**src/rtl/spi_master_xio.sv**
```systemverilog
// Single/dual/quad-lane SPI master with runtime CPOL/CPHA and lane mode.
// Chip-select stays asserted across a multi-word burst until a word marked last completes.
module spi_master_xio #(
  parameter int WORD_W            = 8,
  parameter int CLKS_PER_HALF_BIT = 2,
  parameter int NUM_CS            = 1,
  parameter int CS_GAP            = 2,
  localparam int SEL_W  = (NUM_CS > 1) ? $clog2(NUM_CS) : 1,
  localparam int CNT_W  = (CLKS_PER_HALF_BIT > 1) ? $clog2(CLKS_PER_HALF_BIT) : 1,
  localparam int GAP_W  = (CS_GAP > 1) ? $clog2(CS_GAP) : 1,
  localparam int EDGE_W = $clog2(2 * WORD_W + 1)
) (
  input  logic              i_Clk,
  input  logic              i_Rst,
  input  logic              i_Start,
  output logic              o_Ready,
  input  logic [WORD_W-1:0] i_TX_Word,
  input  logic              i_Dir,
  input  logic              i_Last,
  input  logic [1:0]        i_Mode,
  input  logic              i_CPOL,
  input  logic              i_CPHA,
  input  logic [SEL_W-1:0]  i_CS_Sel,
  output logic [WORD_W-1:0] o_RX_Word,
  output logic              o_RX_DV,
  output logic              o_Busy,
  output logic              o_SPI_Clk,
  output logic [NUM_CS-1:0] o_CS_N,
  output logic [3:0]        o_SIO_Out,
  output logic [3:0]        o_SIO_OE,
  input  logic [3:0]        i_SIO_In
);

  localparam logic [2:0] S_IDLE  = 3'd0;
  localparam logic [2:0] S_SETUP = 3'd1;
  localparam logic [2:0] S_SHIFT = 3'd2;
  localparam logic [2:0] S_WAIT  = 3'd3;
  localparam logic [2:0] S_HOLD  = 3'd4;
  localparam logic [2:0] S_GAP   = 3'd5;

  localparam logic [CNT_W-1:0] HALF_M1 = CNT_W'(CLKS_PER_HALF_BIT - 1);
  localparam logic [GAP_W-1:0] GAP_M1  = GAP_W'(CS_GAP - 1);

  // Top L bits of a word placed on the lanes; lane L-1 carries the MSB.
  function automatic logic [3:0] lane_bits(input logic [WORD_W-1:0] w, input logic [1:0] m);
    case (m)
      2'd0:    lane_bits = {3'b000, w[WORD_W-1]};
      2'd1:    lane_bits = {2'b00, w[WORD_W-1 -: 2]};
      default: lane_bits = w[WORD_W-1 -: 4];
    endcase
  endfunction

  function automatic logic [WORD_W-1:0] tx_shift(input logic [WORD_W-1:0] w, input logic [1:0] m);
    case (m)
      2'd0:    tx_shift = {w[WORD_W-2:0], 1'b0};
      2'd1:    tx_shift = {w[WORD_W-3:0], 2'b00};
      default: tx_shift = w << 3'd4;
    endcase
  endfunction

  // Single-lane receive uses lane 1 while lane 0 drives.
  function automatic logic [WORD_W-1:0] rx_shift(input logic [WORD_W-1:0] w, input logic [1:0] m,
                                                 input logic [3:0] sio);
    case (m)
      2'd0:    rx_shift = {w[WORD_W-2:0], sio[1]};
      2'd1:    rx_shift = {w[WORD_W-3:0], sio[1:0]};
      default: rx_shift = (w << 3'd4) | WORD_W'(sio);
    endcase
  endfunction

  function automatic logic [EDGE_W-1:0] edge_total(input logic [1:0] m);
    case (m)
      2'd0:    edge_total = EDGE_W'(2 * WORD_W);
      2'd1:    edge_total = EDGE_W'(WORD_W);
      default: edge_total = EDGE_W'(WORD_W / 2);
    endcase
  endfunction

  function automatic logic [3:0] oe_bits(input logic [1:0] m, input logic dir);
    if (m == 2'd0) begin
      oe_bits = 4'b0001;
    end else if (!dir) begin
      oe_bits = 4'b0000;
    end else if (m == 2'd1) begin
      oe_bits = 4'b0011;
    end else begin
      oe_bits = 4'b1111;
    end
  endfunction

  // An out-of-range select leaves every chip-select high.
  function automatic logic [NUM_CS-1:0] cs_decode(input logic [SEL_W-1:0] sel);
    cs_decode = {NUM_CS{1'b1}};
    for (int i = 0; i < NUM_CS; i++) begin
      cs_decode[i] = (sel != SEL_W'(i));
    end
  endfunction

  logic [2:0]        state_r;
  logic [1:0]        mode_r;
  logic              cpol_r;
  logic              cpha_r;
  logic              last_r;
  logic [CNT_W-1:0]  cnt_r;
  logic [GAP_W-1:0]  gap_r;
  logic [EDGE_W-1:0] edge_r;
  logic [WORD_W-1:0] tx_sh_r;
  logic [WORD_W-1:0] rx_sh_r;
  logic [WORD_W-1:0] rx_word_r;
  logic              rx_pend_r;
  logic              rx_dv_r;
  logic              ready_r;
  logic              busy_r;
  logic              spi_clk_r;
  logic [NUM_CS-1:0] cs_n_r;
  logic [3:0]        sio_out_r;
  logic [3:0]        oe_r;

  logic              accept_s;
  logic              tick_s;
  logic              last_edge_s;
  logic              last_sample_s;
  logic              sample_s;
  logic              gap_done_s;
  logic [EDGE_W-1:0] edges_s;
  logic [1:0]        load_mode_s;
  logic              load_cpha_s;
  logic [WORD_W-1:0] tx_word_s;
  logic [2:0]        state_nx;

  // Handshake, edge bookkeeping and next-state selection.
  always_comb begin
    accept_s      = i_Start & ready_r;
    tick_s        = (cnt_r == {CNT_W{1'b0}});
    gap_done_s    = (gap_r == {GAP_W{1'b0}});
    edges_s       = edge_total(mode_r);
    last_edge_s   = (edge_r == edges_s - EDGE_W'(1));
    sample_s      = cpha_r ? edge_r[0] : ~edge_r[0];
    last_sample_s = cpha_r ? last_edge_s : (edge_r == edges_s - EDGE_W'(2));
    // Mid-burst words reuse the frozen mode and phase.
    load_mode_s   = (state_r == S_IDLE) ? i_Mode : mode_r;
    load_cpha_s   = (state_r == S_IDLE) ? i_CPHA : cpha_r;
    tx_word_s     = ((load_mode_s != 2'd0) && !i_Dir) ? {WORD_W{1'b0}} : i_TX_Word;
    state_nx      = state_r;
    case (state_r)
      S_IDLE:  if (accept_s) state_nx = S_SETUP; else state_nx = S_IDLE;
      S_SETUP: if (tick_s) state_nx = S_SHIFT; else state_nx = S_SETUP;
      S_SHIFT: begin
        if (tick_s && last_edge_s) begin
          state_nx = last_r ? S_HOLD : S_WAIT;
        end else begin
          state_nx = S_SHIFT;
        end
      end
      S_WAIT:  if (accept_s) state_nx = S_SHIFT; else state_nx = S_WAIT;
      S_HOLD:  if (tick_s) state_nx = S_GAP; else state_nx = S_HOLD;
      S_GAP:   if (gap_done_s) state_nx = S_IDLE; else state_nx = S_GAP;
      default: state_nx = S_IDLE;
    endcase
  end

  // Control state, serial clock generation and the shift datapath.
  always_ff @(posedge i_Clk) begin
    if (i_Rst) begin
      state_r   <= S_IDLE;
      mode_r    <= 2'd0;
      cpol_r    <= 1'b0;
      cpha_r    <= 1'b0;
      last_r    <= 1'b0;
      cnt_r     <= {CNT_W{1'b0}};
      gap_r     <= {GAP_W{1'b0}};
      edge_r    <= {EDGE_W{1'b0}};
      tx_sh_r   <= {WORD_W{1'b0}};
      rx_sh_r   <= {WORD_W{1'b0}};
      rx_word_r <= {WORD_W{1'b0}};
      rx_pend_r <= 1'b0;
      rx_dv_r   <= 1'b0;
      ready_r   <= 1'b1;
      busy_r    <= 1'b0;
      spi_clk_r <= 1'b0;
      cs_n_r    <= {NUM_CS{1'b1}};
      sio_out_r <= 4'b0000;
      oe_r      <= 4'b0000;
    end else begin
      state_r   <= state_nx;
      ready_r   <= (state_nx == S_IDLE) || (state_nx == S_WAIT);
      busy_r    <= (state_nx != S_IDLE);
      rx_pend_r <= 1'b0;
      rx_dv_r   <= rx_pend_r;
      if (rx_pend_r) begin
        rx_word_r <= rx_sh_r;
      end
      if (accept_s) begin
        if (state_r == S_IDLE) begin
          mode_r    <= i_Mode;
          cpol_r    <= i_CPOL;
          cpha_r    <= i_CPHA;
          cs_n_r    <= cs_decode(i_CS_Sel);
          spi_clk_r <= i_CPOL;
        end
        last_r  <= i_Last;
        oe_r    <= oe_bits(load_mode_s, i_Dir);
        cnt_r   <= HALF_M1;
        edge_r  <= {EDGE_W{1'b0}};
        rx_sh_r <= {WORD_W{1'b0}};
        // With CPHA=0 the first bits must be on the lanes before the first leading edge.
        if (load_cpha_s) begin
          tx_sh_r <= tx_word_s;
        end else begin
          sio_out_r <= lane_bits(tx_word_s, load_mode_s);
          tx_sh_r   <= tx_shift(tx_word_s, load_mode_s);
        end
      end else begin
        case (state_r)
          S_SETUP: cnt_r <= tick_s ? HALF_M1 : cnt_r - CNT_W'(1);
          S_SHIFT: begin
            if (tick_s) begin
              cnt_r     <= HALF_M1;
              spi_clk_r <= ~spi_clk_r;
              edge_r    <= last_edge_s ? {EDGE_W{1'b0}} : edge_r + EDGE_W'(1);
              if (sample_s) begin
                rx_sh_r <= rx_shift(rx_sh_r, mode_r, i_SIO_In);
                if (last_sample_s) begin
                  rx_pend_r <= 1'b1;
                end
              end else begin
                sio_out_r <= lane_bits(tx_sh_r, mode_r);
                tx_sh_r   <= tx_shift(tx_sh_r, mode_r);
              end
            end else begin
              cnt_r <= cnt_r - CNT_W'(1);
            end
          end
          S_HOLD: begin
            if (tick_s) begin
              cs_n_r <= {NUM_CS{1'b1}};
              oe_r   <= 4'b0000;
              gap_r  <= GAP_M1;
            end else begin
              cnt_r <= cnt_r - CNT_W'(1);
            end
          end
          S_GAP: begin
            if (!gap_done_s) begin
              gap_r <= gap_r - GAP_W'(1);
            end
          end
          default: begin
          end
        endcase
      end
    end
  end

  assign o_Ready   = ready_r;
  assign o_Busy    = busy_r;
  assign o_RX_Word = rx_word_r;
  assign o_RX_DV   = rx_dv_r;
  assign o_SPI_Clk = spi_clk_r;
  assign o_CS_N    = cs_n_r;
  assign o_SIO_Out = sio_out_r;
  assign o_SIO_OE  = oe_r;

endmodule
```
**config.mk**
```make
export PLATFORM = sky130hd
export DESIGN_NAME = spi_master_xio
export DESIGN_NICKNAME = d
export VERILOG_FILES = /design/src/rtl/spi_master_xio.sv
export SDC_FILE = /design/constraint.sdc
export NUM_CORES = 1
export LEC_CHECK = 0
export ABC_CLOCK_PERIOD_IN_PS = 2490
export CORE_ASPECT_RATIO = 0.9
export CORE_UTILIZATION = 51
export DETAILED_ROUTE_END_ITERATION = 8
export PLACE_DENSITY_LB_ADDON = 0.2
export SYNTH_ARGS = -nofsm -noshare
export SYNTH_HDL_FRONTEND = slang
export SYNTH_SLANG_ARGS = --single-unit
export TNS_END_PERCENT = 5
```
**constraint.sdc**
```tcl
create_clock -name i_Clk -period 2.49 [get_ports i_Clk]
set_clock_uncertainty 0.2 [all_clocks]
set_input_delay 0.249 -clock i_Clk [delete_from_list [all_inputs] [get_ports i_Clk]]
set_output_delay 0.249 -clock i_Clk [all_outputs]
set_load 0.005 [all_outputs]
```
After elaboration in Yosys (flattened, before gate mapping)
Cells that the tools add are included.

Register bits: 52. Bits of input ports: 22. Output and inout bits: 21. Word-level logic and storage cells: 122.

$add $sub $neg: 5. Equal/unequal tests: 15. Mux-type cells: 51. Bitwise operators: 8. Reductions and logical operators: 25.

Operators by type and width (count): 8-bit 2-to-1 mux (6); 8-bit one-hot mux with 2 select lines (3); 4-bit 2-to-1 mux (11); 1-bit 2-to-1 mux (19); 3-bit one-hot mux with 6 select lines (1); 4-bit one-hot mux with 2 select lines (2); 3-bit AND reduction (5); 5-bit equality test (2); 5-bit one-hot mux with 2 select lines (1); 3-bit by 2-bit equality test with 1-bit output, second input constant (3); 3-bit 2-to-1 mux (3); 8-bit by 4-bit bitwise OR with 8-bit output (1); 2-bit nonzero test (4); 3-bit equality test, second input constant (2); 3-bit zero test (2); 2-bit != test, second input constant (3); 1-bit NOT (6); 3-bit nonzero test (2); 5-bit by 1-bit adder with 5-bit output, second input constant (1); 5-bit 2-to-1 mux (1); 5-bit OR reduction (1); 5-bit by 1-bit subtractor with 5-bit output, second input constant (1); 5-bit by 2-bit subtractor with 5-bit output, second input constant (1); 2-bit by 1-bit equality test with 1-bit output, second input constant (2); other kinds (13) (21).

Depth between registers and ports, before layout
Word-level depth: 9. Gate-level depth with buffers: 8. Mapped depth without buffers: 5.

Least setup slack after synthesis
No wires, ideal clock.

Path type: reg2reg. Start point: reg state_r[2]. End point: reg tx_sh_r[4]. Data arrival time: 1.906 ns. Data required time: 2.198 ns. Slack: 0.292 ns. Cell stages (with the launch flop): 7. Path buffers: 1. Cell sequence: dfxtp_1 -> buf_6 -> nor3_4 -> mux2i_1 -> a21oi_1 -> or3_1 -> o32ai_1.

Longest elaborated chain between the ends: 8.

RTL lines: from (decl) (RTL line 99) `logic [2:0] state_r;`; from (signal assigned) (RTL line 185) `state_r <= state_nx;`; 3-bit zero test (RTL line 141, 142); 2-bit 2-to-1 mux; 2-bit nonzero test (RTL line 143) `tx_word_s = ((load_mode_s != 2'd0) && !i_Dir) ? {WORD_W{1'b0}} : i_TX_Word;`; 1-bit logical AND (RTL line 143); 8-bit 2-to-1 mux (RTL line 143); 8-bit one-hot mux with 2 select lines (RTL line 54) `case (m)`; 8-bit 2-to-1 mux (RTL line 207) `if (load_cpha_s) begin`; 8-bit 2-to-1 mux (RTL line 193) `if (accept_s) begin`; to (signal assigned) (RTL line 208) `tx_sh_r <= tx_word_s;`; to (signal assigned) (RTL line 211) `tx_sh_r <= tx_shift(tx_word_s, load_mode_s);`; to (signal assigned) (RTL line 228) `tx_sh_r <= tx_shift(tx_sh_r, mode_r);`; to (decl) (RTL line 107) `logic [WORD_W-1:0] tx_sh_r;`.

Several ways; a longest one is shown, not always the timed one. A chain may end at the register's enable or synchronous reset.

Worst setup path after layout
Start point: reg state_r[1]. End point: reg tx_sh_r[6].

Same word-level chain as after synthesis.

==> impl_metrics.env <==
export IMPL_outcome="finished clean"
export IMPL_grt_usage=0.2605
export IMPL_worstHoldEndpoint="o_SIO_OE[1]"
export IMPL_synth_cell_types=54
export IMPL_fill_cells=456
export IMPL_min_delay_path_class="register to register"
export IMPL_ys_flop_type="dfxtp_1"
export IMPL_initial_core_util=0.5422
export IMPL_cts_sinks=51
export IMPL_antenna_cells=0
export IMPL_crit_fanout=10
export IMPL_design_area_sq_um=3538
export IMPL_critPathLaunchType="register"
export IMPL_numCtsBuffers=5
export IMPL_remaining_drc_errors=0
export IMPL_regArea_sq_um=1021
export IMPL_drv_slew=0
export IMPL_io_pins=43
export IMPL_grt_antenna_before_repair=0
export IMPL_fin_nets=417
export IMPL_required_ns=2.48
export IMPL_ant_nets=0
export IMPL_maxCapViolCount=0
export IMPL_rsz0062_at_grt="false"
export IMPL_viasPerCell=5.889
export IMPL_period_needed_ns=2.296
export IMPL_routed_wirelength_um=7301
export IMPL_vias=2715
export IMPL_p_leak_uw=0.001293
export IMPL_synth_net_count=373
export IMPL_dp_hpwl_um=5338
export IMPL_multi_input_area_sq_um=1730
export IMPL_r2r_end="tx_sh_r[6]"
export IMPL_fin_util=0.6615
export IMPL_max_slew_margin=0.6645
export IMPL_place_congestion=0.9033
export IMPL_gr_max_usage_layer="met2"
export IMPL_grt_ovfl_total=0
export IMPL_first_global_vias=2575
export IMPL_max_clock_freq_mhz=435.6
export IMPL_r2r_start="state_r[1]"
export IMPL_min_delay_start="o_SIO_OE[1]"
export IMPL_port_buffers=42
export IMPL_synthArstFlopShare=0
export IMPL_placed_cell_area_sq_um=3433
export IMPL_worstSetupPathType="register to register"
export IMPL_reg2regPathDepth=7
export IMPL_die_y_um=73.54
export IMPL_drive_gt1_frac=0.1117
export IMPL_netlist_area_sq_um=2900
export IMPL_fin_setup_tns_ns=0
export IMPL_num_rows=25
export IMPL_synth_compound_area_frac=0.2019
export IMPL_finalHoldViolations=0
export IMPL_initialDrtViolationCount=219
export IMPL_areaGrowthSynthToFinish_pct=22.00
export IMPL_yosys_area_share_simple=0.2028
export IMPL_synth_top_family_by_area="simple AND/OR/NAND/NOR gates"
export IMPL_die_area_sq_um=5993
export IMPL_syn_area_per_cell_sq_um=8.310
export IMPL_r2r_setup_slack_ns=0.19
export IMPL_setup_violations=0
export IMPL_core_sq_um=5349
export IMPL_synth_xor_area_share=0.02416
export IMPL_clock_latency_ns=0.31
export IMPL_grt_use_met3=0.04969
export IMPL_fin_crit_sh=0.9220
export IMPL_synth_seq_area_share=0.3520
export IMPL_p_per_area_nw_per_um2=589.0
export IMPL_clk_pin_slew_ns=0.10
export IMPL_die_x_um=81.49
export IMPL_crit_arrival_ns=2.29
export IMPL_ctsHtreeMaxLevel=2
export IMPL_synth_seq_cells=51
export IMPL_cts_hold_buf=0
export IMPL_grt_pass1_wl_um=11990
export IMPL_grt_use_met2=0.4157
export IMPL_grt_max_degree=19
export IMPL_ys_warn_count=0
export IMPL_wl_per_cell_um=15.84
export IMPL_first_pass_iters=4
export IMPL_worstHoldPathCells=2
export IMPL_ir_drop_mv=0.3765
export IMPL_synth_edff_count=0
export IMPL_synth_adder_area_share=0.008628
export IMPL_muxShareOfSynthArea=0.1544
export IMPL_tightest_slew_ns=0.5026
export IMPL_use_met1=0.3476
export IMPL_end_kind="register"
export IMPL_cts_tree="built"
export IMPL_clock_path_buffers=2
export IMPL_postSynthCellCount=349
export IMPL_cts_root_buf="clkbuf_8"
[per-stage QoR]
step | hold WS [ns] | instances | setup slack, ns | total power [uW]
floorplan | 0.1850 | 349 | 0.2920 | 1360
global placement | 0.2427 | 453 | 0.2383 | 1577
detailed placement | 0.2521 | 453 | 0.1734 | 1589
CTS | 0.2671 | 461 | 0.1455 | 2079
global route | 0.3019 | 461 | 0.03298 | 2190
finish | 0.2631 | 461 | 0.1942 | 2084
[sequential cells by signal, summed over array words and instances, names as in the netlist, 2 cells and up]
name,count
edge_r,5
mode_r,2
o_RX_Word,8
o_SIO_OE,3
o_SIO_Out,4
rx_sh_r,8
state_r,3
tx_sh_r,8
[synth_stat cells, types with 7 or more instances]
cell type	n	area, sq um
clkbuf_1	13	48.80
a21oi_1	19	95.09
o21ai_0	24	120.1
nand2_1	36	135.1
a211oi_1	8	60.06
dfxtp_1	51	1021
nor2_1	42	157.7
buf_2	7	35.03
a311oi_1	7	61.31
nand3_1	9	45.04
inv_1	8	30.03
mux2i_1	34	340.3
[worst max path at each step]
stage | depth (start not counted) | from | end
global route | 6 | state_r[1] | o_SIO_Out[3]
floorplan | 6 | state_r[2] | tx_sh_r[4]
global placement | 6 | state_r[0] | tx_sh_r[4]
finish | 7 | state_r[1] | tx_sh_r[6]
CTS | 6 | state_r[0] | tx_sh_r[4]
detailed placement | 6 | state_r[0] | tx_sh_r[4]
[what timing repair did]
item / CTS / global route
setup buffers: 0 / 0
endpoints found under the setup margin: 0 / 2
resized for setup: 0 / 2
endpoints found under the hold margin: 0 / 0
[critical path: stages (launching register included)]
cell,delay [ns]
dfxtp_1,0.43
nor3_4,0.33
buf_4,0.21
mux2i_1,0.33
buf_4,0.21
o21ai_0,0.08
a221oi_1,0.30
nor4_2,0.08
[cells by family (layout without fill, tap and decap cells)]
| group | after synthesis | after routing |
|---|---|---|
| muxes | 42 | 42 |
| and+or+nand+nor | 123 | 123 |
| xor gates and xnor gates | 8 | 8 |
| AOI/OAI and AO/OA | 88 | 88 |
| DFF | 51 | 51 |
| buffers and inverters | 35 | 80 |
| adders and majority gates | 2 | 2 |
[power by group]
group          leakage, uW  switching [uW]  internal, uW  total, uW
sequential        0.000416            75.4           874        950
clock            0.0000485             294           202        496
combinational     0.000829             332           307        639
total              0.00129             701          1380       2080
[final cells by class]
type                       instances  area share
clock buffer                       5     0.01945
clock inverter                     3    0.006365
inverter                           9    0.009547
multi-input combinational        263      0.4890
sequential                        51      0.2885
tap                               67     0.02369
timing repair buffer              63      0.1634
[per-layer routing]
metal,part of all wire,vias to the layer above
li1,-,1342
met1,0.47,1279
met2,0.46,86
met3,0.057,8
met4,0.011,0
met5,0,-
[cell usage in the layout, fill, tap and decap left out, types with 2 or more instances in the layout]
master	Yosys	final
a211oi_1	8	8
a21oi_1	19	19
a221oi_1	2	2
a22oi_1	4	4
a311oi_1	7	7
a31oi_1	5	5
and2_1	5	5
and3_1	3	3
buf_4	2	21
clkbuf_8	0	5
clkdlybuf4s50_1	0	42
dfxtp_1	51	51
ha_1	2	2
inv_1	8	8
mux2_2	5	5
mux2i_1	34	34
nand2_1	36	36
nand2b_1	5	5
nand3_1	9	9
nand4_1	5	5
nor2_1	42	42
nor2b_1	4	4
nor3_1	3	3
o211ai_1	2	2
o21ai_0	24	24
o21bai_1	3	3
o31ai_1	2	2
o32ai_1	2	2
or3_1	4	3
xnor2_1	3	3
xor2_1	5	5
(Power assumes the default switching activity.)
